**src/rtl/ratio_meter.sv**
```systemverilog
// Measures F_input cycles across 100 reference periods and reports the ratio in
// 25.7 C_N format. Natural = count/100 and Decimal = count%100, with no divider.
module ratio_meter #(
  parameter int          SYNC_STAGES = 2,
  parameter int          NAT_W       = 25,
  parameter logic [31:0] RESET_CN    = 32'h0000_0100
) (
  input  logic        F_input,
  input  logic        Reset,
  input  logic        En,
  input  logic        F_ref,
  output logic [31:0] C_N,
  output logic        Valid,
  output logic        Overflow,
  output logic        Busy
);

  typedef enum logic [1:0] {IDLE, ARM, MEASURE} state_t;

  localparam logic [NAT_W-1:0] NAT_MAX = '1;

  logic [SYNC_STAGES-1:0] sync;
  logic                   last_d;
  logic                   edge_r;

  state_t           state, state_n;
  logic [6:0]       dec, dec_n, dec_inc;
  logic [NAT_W-1:0] nat, nat_n, nat_inc;
  logic [6:0]       periods, periods_n;
  logic             sat, sat_n, sat_inc;
  logic [31:0]      cn_n;
  logic             valid_n, ovf_n;

  always_ff @(posedge F_input or posedge Reset) begin
    if (Reset) begin
      sync   <= '0;
      last_d <= 1'b0;
      edge_r <= 1'b0;
    end else begin
      sync   <= {sync[SYNC_STAGES-2:0], F_ref};
      last_d <= sync[SYNC_STAGES-1];
      edge_r <= sync[SYNC_STAGES-1] & ~last_d;
    end
  end

  // Count including the current cycle; Dec wraps 99->0 and carries into Natural.
  always_comb begin
    dec_inc = dec + 7'd1;
    nat_inc = nat;
    sat_inc = sat;
    if (dec == 7'd99) begin
      dec_inc = '0;
      if (nat == NAT_MAX) sat_inc = 1'b1;
      else                nat_inc = nat + 1'b1;
    end
  end

  always_comb begin
    state_n   = state;
    dec_n     = dec;
    nat_n     = nat;
    periods_n = periods;
    sat_n     = sat;
    cn_n      = C_N;
    ovf_n     = Overflow;
    valid_n   = 1'b0;
    if (!En) begin
      state_n   = IDLE;
      dec_n     = '0;
      nat_n     = '0;
      periods_n = '0;
      sat_n     = 1'b0;
    end else begin
      case (state)
        IDLE: state_n = ARM;
        ARM: begin
          if (edge_r) begin
            dec_n     = '0;
            nat_n     = '0;
            periods_n = '0;
            sat_n     = 1'b0;
            state_n   = MEASURE;
          end
        end
        MEASURE: begin
          if (edge_r && periods == 7'd99) begin
            // Closing edge doubles as the next opening edge: no gap between windows.
            cn_n = '0;
            if (sat_inc) cn_n[NAT_W+6:0] = {NAT_MAX, 7'd99};
            else         cn_n[NAT_W+6:0] = {nat_inc, dec_inc};
            ovf_n     = sat_inc;
            valid_n   = 1'b1;
            dec_n     = '0;
            nat_n     = '0;
            periods_n = '0;
            sat_n     = 1'b0;
          end else begin
            dec_n = dec_inc;
            nat_n = nat_inc;
            sat_n = sat_inc;
            if (edge_r) periods_n = periods + 7'd1;
          end
        end
        default: state_n = IDLE;
      endcase
    end
  end

  always_ff @(posedge F_input or posedge Reset) begin
    if (Reset) begin
      state    <= IDLE;
      dec      <= '0;
      nat      <= '0;
      periods  <= '0;
      sat      <= 1'b0;
      C_N      <= RESET_CN;
      Valid    <= 1'b0;
      Overflow <= 1'b0;
    end else begin
      state    <= state_n;
      dec      <= dec_n;
      nat      <= nat_n;
      periods  <= periods_n;
      sat      <= sat_n;
      C_N      <= cn_n;
      Valid    <= valid_n;
      Overflow <= ovf_n;
    end
  end

  assign Busy = (state == MEASURE);

endmodule

```
**config.mk**
```make
export PLATFORM = sky130hd
export DESIGN_NAME = ratio_meter
export DESIGN_NICKNAME = d
export VERILOG_FILES = /design/src/rtl/ratio_meter.sv
export SDC_FILE = /design/constraint.sdc
export NUM_CORES = 1
export LEC_CHECK = 0
export BUFFER_PORTS_ARGS = -buffer_cell sky130_fd_sc_hd__buf_4
export CORE_MARGIN = 5
export CORE_UTILIZATION = 55
export CTS_CLUSTER_DIAMETER = 50
export DETAILED_ROUTE_END_ITERATION = 7
export GPL_TIMING_DRIVEN = 1
export PLACE_DENSITY = 0.73
export SLEW_MARGIN = 5
export SYNTH_ARGS = -nofsm -noshare
export SYNTH_HDL_FRONTEND = slang
export SYNTH_SLANG_ARGS = --single-unit
```
**constraint.sdc**
```tcl
create_clock -name F_input -period 3.5 [get_ports F_input]
set_input_delay 0.7 -clock F_input [delete_from_list [all_inputs] [get_ports F_input]]
set_output_delay 0.7 -clock F_input [all_outputs]
set_load 0.05 [all_outputs]
```
# Word level (Yosys, flattened, before mapping)
# Cells that the tools add are included.
dict set report totals {
  ff_bits 80
  input_bits 4
  out_inout_bits 35
  elab_cells 59
}
dict set report classes {
  n_addsub 3
  n_eq_ne 9
  n_mux 28
  bitwise 2
  n_reduce_logical 6
}
# op count
set ops {}
lappend ops {{two-way mux 25 bit} 5}
lappend ops {{one-hot mux 25 bit (2 select lines)} 1}
lappend ops {{two-way mux 7 bit} 7}
lappend ops {{two-way mux 32 bit} 1}
lappend ops {{one-hot mux 7 bit (2 select lines)} 2}
lappend ops {{adder 25 x 1 -> 25 bit, second input constant} 1}
lappend ops {{== test 25 bit, second input constant} 1}
lappend ops {{adder 7 x 1 -> 7 bit, second input constant} 2}
lappend ops {{== test 7 bit, second input constant} 2}
lappend ops {{two-way mux 1 bit} 8}
lappend ops {{one-hot mux 2 bit (3 select lines)} 1}
lappend ops {{AND reduction 3 bit} 2}
lappend ops {{two-way mux 2 bit} 2}
lappend ops {{!= test 4 x 2 -> 1 bit, second input constant} 1}
lappend ops {{AND reduction 2 bit} 2}
lappend ops {{!= test 3 x 1 -> 1 bit, second input constant} 1}
lappend ops {{!= test 3 bit, second input constant} 1}
lappend ops {{== test 2 x 1 -> 1 bit, second input constant} 1}
lappend ops {{== test 2 bit, second input constant} 1}
lappend ops {{zero test 2 bit} 1}
lappend ops {{!= test 2 bit, second input constant} 1}
lappend ops {{one-hot mux 1 bit (2 select lines)} 1}
lappend ops {{bitwise AND 1 bit} 1}
lappend ops {{logical AND 1 bit} 1}
lappend ops {{inverter 1 bit} 1}

# Longest topological paths before layout
dict set report depth {
  word_depth 6
  depth_mapped 9
  mapped_depth_nobuf 6
}

# Least setup slack after synthesis
# No wires, ideal clock.
dict set report synth_path {
  path_type {in2reg}
  startpoint {input dec[0]}
  endpoint {register nat[14]}
  setup_time_ps 119
  arrival_ps 2065
  required_time_ps 3381
  setup_slack_ps 1316
  stages 8
  n_path_buf 1
  cell_sequence {dfrtp_1 -> ha_1 -> clkbuf_1 -> and3_1 -> nand2_1 -> a2111oi_0 -> o21ai_0 -> a21bo_2}
}
dict set report synth_via {
  elab_chain_len 5
}
# element line
set synth_lines {}
lappend synth_lines {{start, declared} 27} ;# logic [6:0] dec, dec_n, dec_inc;
lappend synth_lines {{== test 7 bit} 51} ;# if (dec == 7'd99) begin
lappend synth_lines {{two-way mux 25 bit} 51}
lappend synth_lines {{two-way mux 25 bit} 86} ;# if (edge_r && periods == 7'd99) begin
lappend synth_lines {{one-hot mux 25 bit (2 select lines)} 74} ;# case (state)
lappend synth_lines {{two-way mux 25 bit} 67} ;# if (!En) begin
lappend synth_lines {{end signal, assigned} 122} ;# nat <= nat_n;
lappend synth_lines {{end, declared} 28} ;# logic [NAT_W-1:0] nat, nat_n, nat_inc;
# No other way between the ends.
# A chain may end at the register's enable or synchronous reset.

# Final worst setup path
# Ends and elaborated chain as after synthesis.

==> impl_summary.txt <==
----------------------------------------------------
[Die]
  Std-Cell Core Area ... 7331 sq um
  Die height ... 97.43 um
  Top-level port count ... 39
  Overall die width ... 97.43 um
  Area enclosed by the die boundary ... 9493 sq um
  Row count ... 31
  Initial standard-cell utilization of the core ... 0.5735

[Drt]
  Ratio of routed vias to standard cells ... 6.323
  Detailed-routing iteration count for the pre-antenna-repair pass ... 5
  Count of unresolved DRC violations after routing ... 0
  Number of violations reported at the end of detailed-routing iteration 0 ... 231
  Routed wire length ... 10,010 um
  Via count of the routed design ... 3,705
  Antenna-violating nets left ... 0
  WL/cell ... 17.08 um

[Synth]
  Post-synthesis instance total ... 454
  Number of synthesized flops with an enable pin ... 0
  Mapped Nets ... 461
  Most used flip-flop cell after synthesis ... sky130_fd_sc_hd__dfrtp_1
  Fraction of registers with async set/reset ... 1.000
  Sequential share of the synthesized area ... 0.4765
  Post-synthesis cell type count ... 55
  FF+latch count, synth ... 80
  Yosys warnings ... 0
  Total standard cell area after synthesis ... 4204 sq um
  Post-Synthesis Mean Instance Area ... 9.260 sq um

[CTS]
  Worst-skew pair later-pin latency ... 0.36 ns
  Largest buffer count on any clock path ... 2
  Hold Buf Count CTS ... 0
  Clock net sink count ... 80
  Total clock buffers created by CTS ... 9
  Buffer cell driving the clock tree root ... sky130_fd_sc_hd__clkbuf_8
  CTS tree ... yes
  CTS H-tree depth ... 3
  Total setup buffers inserted after CTS ... 0
  Number of resized instances in the post-cts repair step ... 0
  Clock-pin slew reported for the worst setup and hold paths after clock tree synthesis ... 0.08 ns

[Critical path]
  Critical path type ... register to register
  Category of the worst setup path capture point ... register
  Number of cell instances on the worst register-to-register path ... 6
  Data required, critical path ... 3.75 ns
  Arrival time of data at the critical path endpoint ... 2.72 ns
  Setup slack of the most critical reg-to-reg path ... 1.04 ns
  Largest fanout of any net on the critical path ... 8
  Launching element type of the critical path ... register

[Run status]
  Outcome ... completed

[Cells and area]
  Share of final-layout standard cells stronger than drive strength 1 ... 0.1540
  Final standard cell utilization of the core ... 0.6467
  Final instance count without filler cells ... 586
  Area growth from synthesis to layout ... 12.77%
  Antenna Diode Count ... 0
  Post-Layout Inst Area ... 4741 sq um
  Final layout net count ... 489

[Worst hold path]
  Cell count of the worst hold path ... 0
  Path category of the worst min-delay check ... register to register

[STA]
  Worst clock skew on the final layout ... 0.01336 ns
  Slew margin rel. ... 0.3534
  Setup repair after global routing missed its margin ... false
  Final critical delay including setup and external delays ... 2.462 ns
  Maximum clock rate ... 406.2 MHz
  Final period utilization ... 0.7034
  Count of final max-slew check failures ... 0
  Final setup TNS ... 0 ns
  Number of endpoints failing setup at the final stage ... 0
  Number of hold violations in the final report ... 0
  Worst-margin pin slew ... 0.9455 ns

[GRT]
  Pin count of the biggest net entering global routing ... 55
  Wire length of the first global-routing pass ... 17,030 um
  Vias in the first global route ... 3,476
  Initial antenna violation count ... 0
  GRT Total Usage ... 0.2179
  Overall overflow remaining after global route ... 0

[Placement]
  Number of buffers added on ports ... 38
  Placed Cells incl. Taps ... 570
  Gpl congestion ... 0.8754
  Placed Area ... 4564 sq um
  Post-detail-place hpwl ... 6884 um

[Power]
  Power density cells ... 341.3 nW/um^2
  Leak ... 2.008 nW
  Worst IR Drop VDD ... 0.2240 mV

[Run]
  Max-cap violations ... 0

----------------------------------------------------
## path summary, 6_finish.rpt
path                       endpoint    start
setup / recovery            nat[14]   dec[0]
hold / removal              sync[1]  sync[0]
setup reg to reg            nat[14]   dec[0]
hold reg to reg             sync[1]  sync[0]
max in group asynchronous   nat[20]    Reset
min in group asynchronous  Overflow    Reset
## cell usage after synthesis (5+ instances only)
cell type / count / share of area
sky130_fd_sc_hd__a2111oi_0: 6 / 0.012
sky130_fd_sc_hd__a21oi_1: 34 / 0.040
sky130_fd_sc_hd__a31oi_1: 18 / 0.027
sky130_fd_sc_hd__a41oi_1: 5 / 0.010
sky130_fd_sc_hd__and3_1: 5 / 0.0074
sky130_fd_sc_hd__and4_1: 7 / 0.015
sky130_fd_sc_hd__buf_2: 7 / 0.0083
sky130_fd_sc_hd__clkbuf_1: 24 / 0.021
sky130_fd_sc_hd__dfrtp_1: 79 / 0.47
sky130_fd_sc_hd__inv_1: 13 / 0.012
sky130_fd_sc_hd__nand2_1: 34 / 0.030
sky130_fd_sc_hd__nand3_1: 16 / 0.019
sky130_fd_sc_hd__nand4_1: 15 / 0.022
sky130_fd_sc_hd__nor2_1: 46 / 0.041
sky130_fd_sc_hd__nor3_1: 5 / 0.0060
sky130_fd_sc_hd__nor4_1: 7 / 0.010
sky130_fd_sc_hd__o21ai_0: 31 / 0.037
sky130_fd_sc_hd__o22a_1: 5 / 0.010
sky130_fd_sc_hd__o31ai_1: 7 / 0.012
sky130_fd_sc_hd__o41ai_1: 5 / 0.010
sky130_fd_sc_hd__or3_1: 10 / 0.015
sky130_fd_sc_hd__xnor2_1: 8 / 0.017
sky130_fd_sc_hd__xor2_1: 13 / 0.027
## where the power goes
group	leakage (nW)	internal (mW)	switching [mW]
logic	0.813	0.0165	0.0462
registers	1.10	0.929	0.00515
clock network	0.0907	0.298	0.323
total	2.01	1.24	0.375
## per-stage QoR
step | hold WS [ns] | setup WS [ns] | total power, mW
2_1_floorplan | 0.3312 | 0.7499 | 0.9926
3_3_place_gp | 0.3477 | 1.138 | 1.015
3_5_place_dp | 0.3378 | 1.068 | 1.016
4_1_cts | 0.3655 | 1.039 | 1.635
5_1_grt | 0.3883 | 0.7923 | 1.691
6_report | 0.3665 | 1.038 | 1.618
## critical path: stages (launching register included)
cell and delay, ns:
sky130_fd_sc_hd__dfrtp_1 0.42, sky130_fd_sc_hd__ha_1 0.34, sky130_fd_sc_hd__and3_1 0.22, sky130_fd_sc_hd__nand2_1 0.15, sky130_fd_sc_hd__a2111oi_0 0.83, sky130_fd_sc_hd__o21ai_0 0.17, sky130_fd_sc_hd__a21bo_2 0.24
## cells by family after synthesis
group                      synth area share
AOI/OAI and AO/OA                    0.2119
xor gates and xnor gates            0.04375
adders and majority gates          0.008930
buffers and inverters               0.04137
DFF                                  0.4765
muxes                              0.007440
and+or+nand+nor                      0.2101
## state kept, by name, indices dropped and copies added, names as in the netlist, 2 cells and up
| register | flops |
|---|---|
| nat | 25 |
| periods | 7 |
| sync | 2 |
| C_N | 32 |
| state | 2 |
| dec | 7 |
## per-layer routing
| metal | global-route usage | part of all wire | wire (um) |
|---|---|---|---|
| met1 | 0.3056 | 0.45 | 4490 |
| met2 | 0.3316 | 0.46 | 4586 |
| met3 | 0.05599 | 0.070 | 700 |
| met4 | 0.06922 | 0.023 | 229 |
| met5 | 0 | 0 | 0 |
## layout by cell type (no fill, tap or decap), types with 3 or more instances in the layout
master                      netlist  layout
sky130_fd_sc_hd__dfrtp_1         79      79
sky130_fd_sc_hd__buf_4            0      48
sky130_fd_sc_hd__nor2_1          46      46
sky130_fd_sc_hd__nand2_1         34      34
sky130_fd_sc_hd__a21oi_1         34      34
sky130_fd_sc_hd__o21ai_0         31      31
sky130_fd_sc_hd__a31oi_1         18      18
sky130_fd_sc_hd__nand3_1         16      16
sky130_fd_sc_hd__nand4_1         15      15
sky130_fd_sc_hd__xor2_1          13      13
sky130_fd_sc_hd__inv_1           13      12
sky130_fd_sc_hd__clkbuf_8         0      11
sky130_fd_sc_hd__or3_1           10      10
sky130_fd_sc_hd__xnor2_1          8       8
sky130_fd_sc_hd__nor4_1           7       7
sky130_fd_sc_hd__and4_1           7       7
sky130_fd_sc_hd__o31ai_1          7       7
sky130_fd_sc_hd__a2111oi_0        6       6
sky130_fd_sc_hd__and3_1           5       5
sky130_fd_sc_hd__nor3_1           5       5
sky130_fd_sc_hd__o22a_1           5       5
sky130_fd_sc_hd__a41oi_1          5       5
sky130_fd_sc_hd__o41ai_1          5       5
sky130_fd_sc_hd__o211ai_1         4       4
sky130_fd_sc_hd__and2_1           4       4
sky130_fd_sc_hd__nand3b_1         3       3
sky130_fd_sc_hd__a22o_1           3       3
sky130_fd_sc_hd__or4_1            3       3
sky130_fd_sc_hd__ha_1             3       3
sky130_fd_sc_hd__clkbuf_1        24       3
## layout make-up
type	count	area [sq um]
Fill cell	617	2590
Multi-Input combinational cell	330	2027
Sequential cell	80	2003
Timing Repair Buffer	48	360.3
Clock buffer	14	162.7
Tap cell	99	123.9
Inverter	13	50.05
Clock inverter	2	13.76
Note: power is estimated with default switching activity, not from simulation.
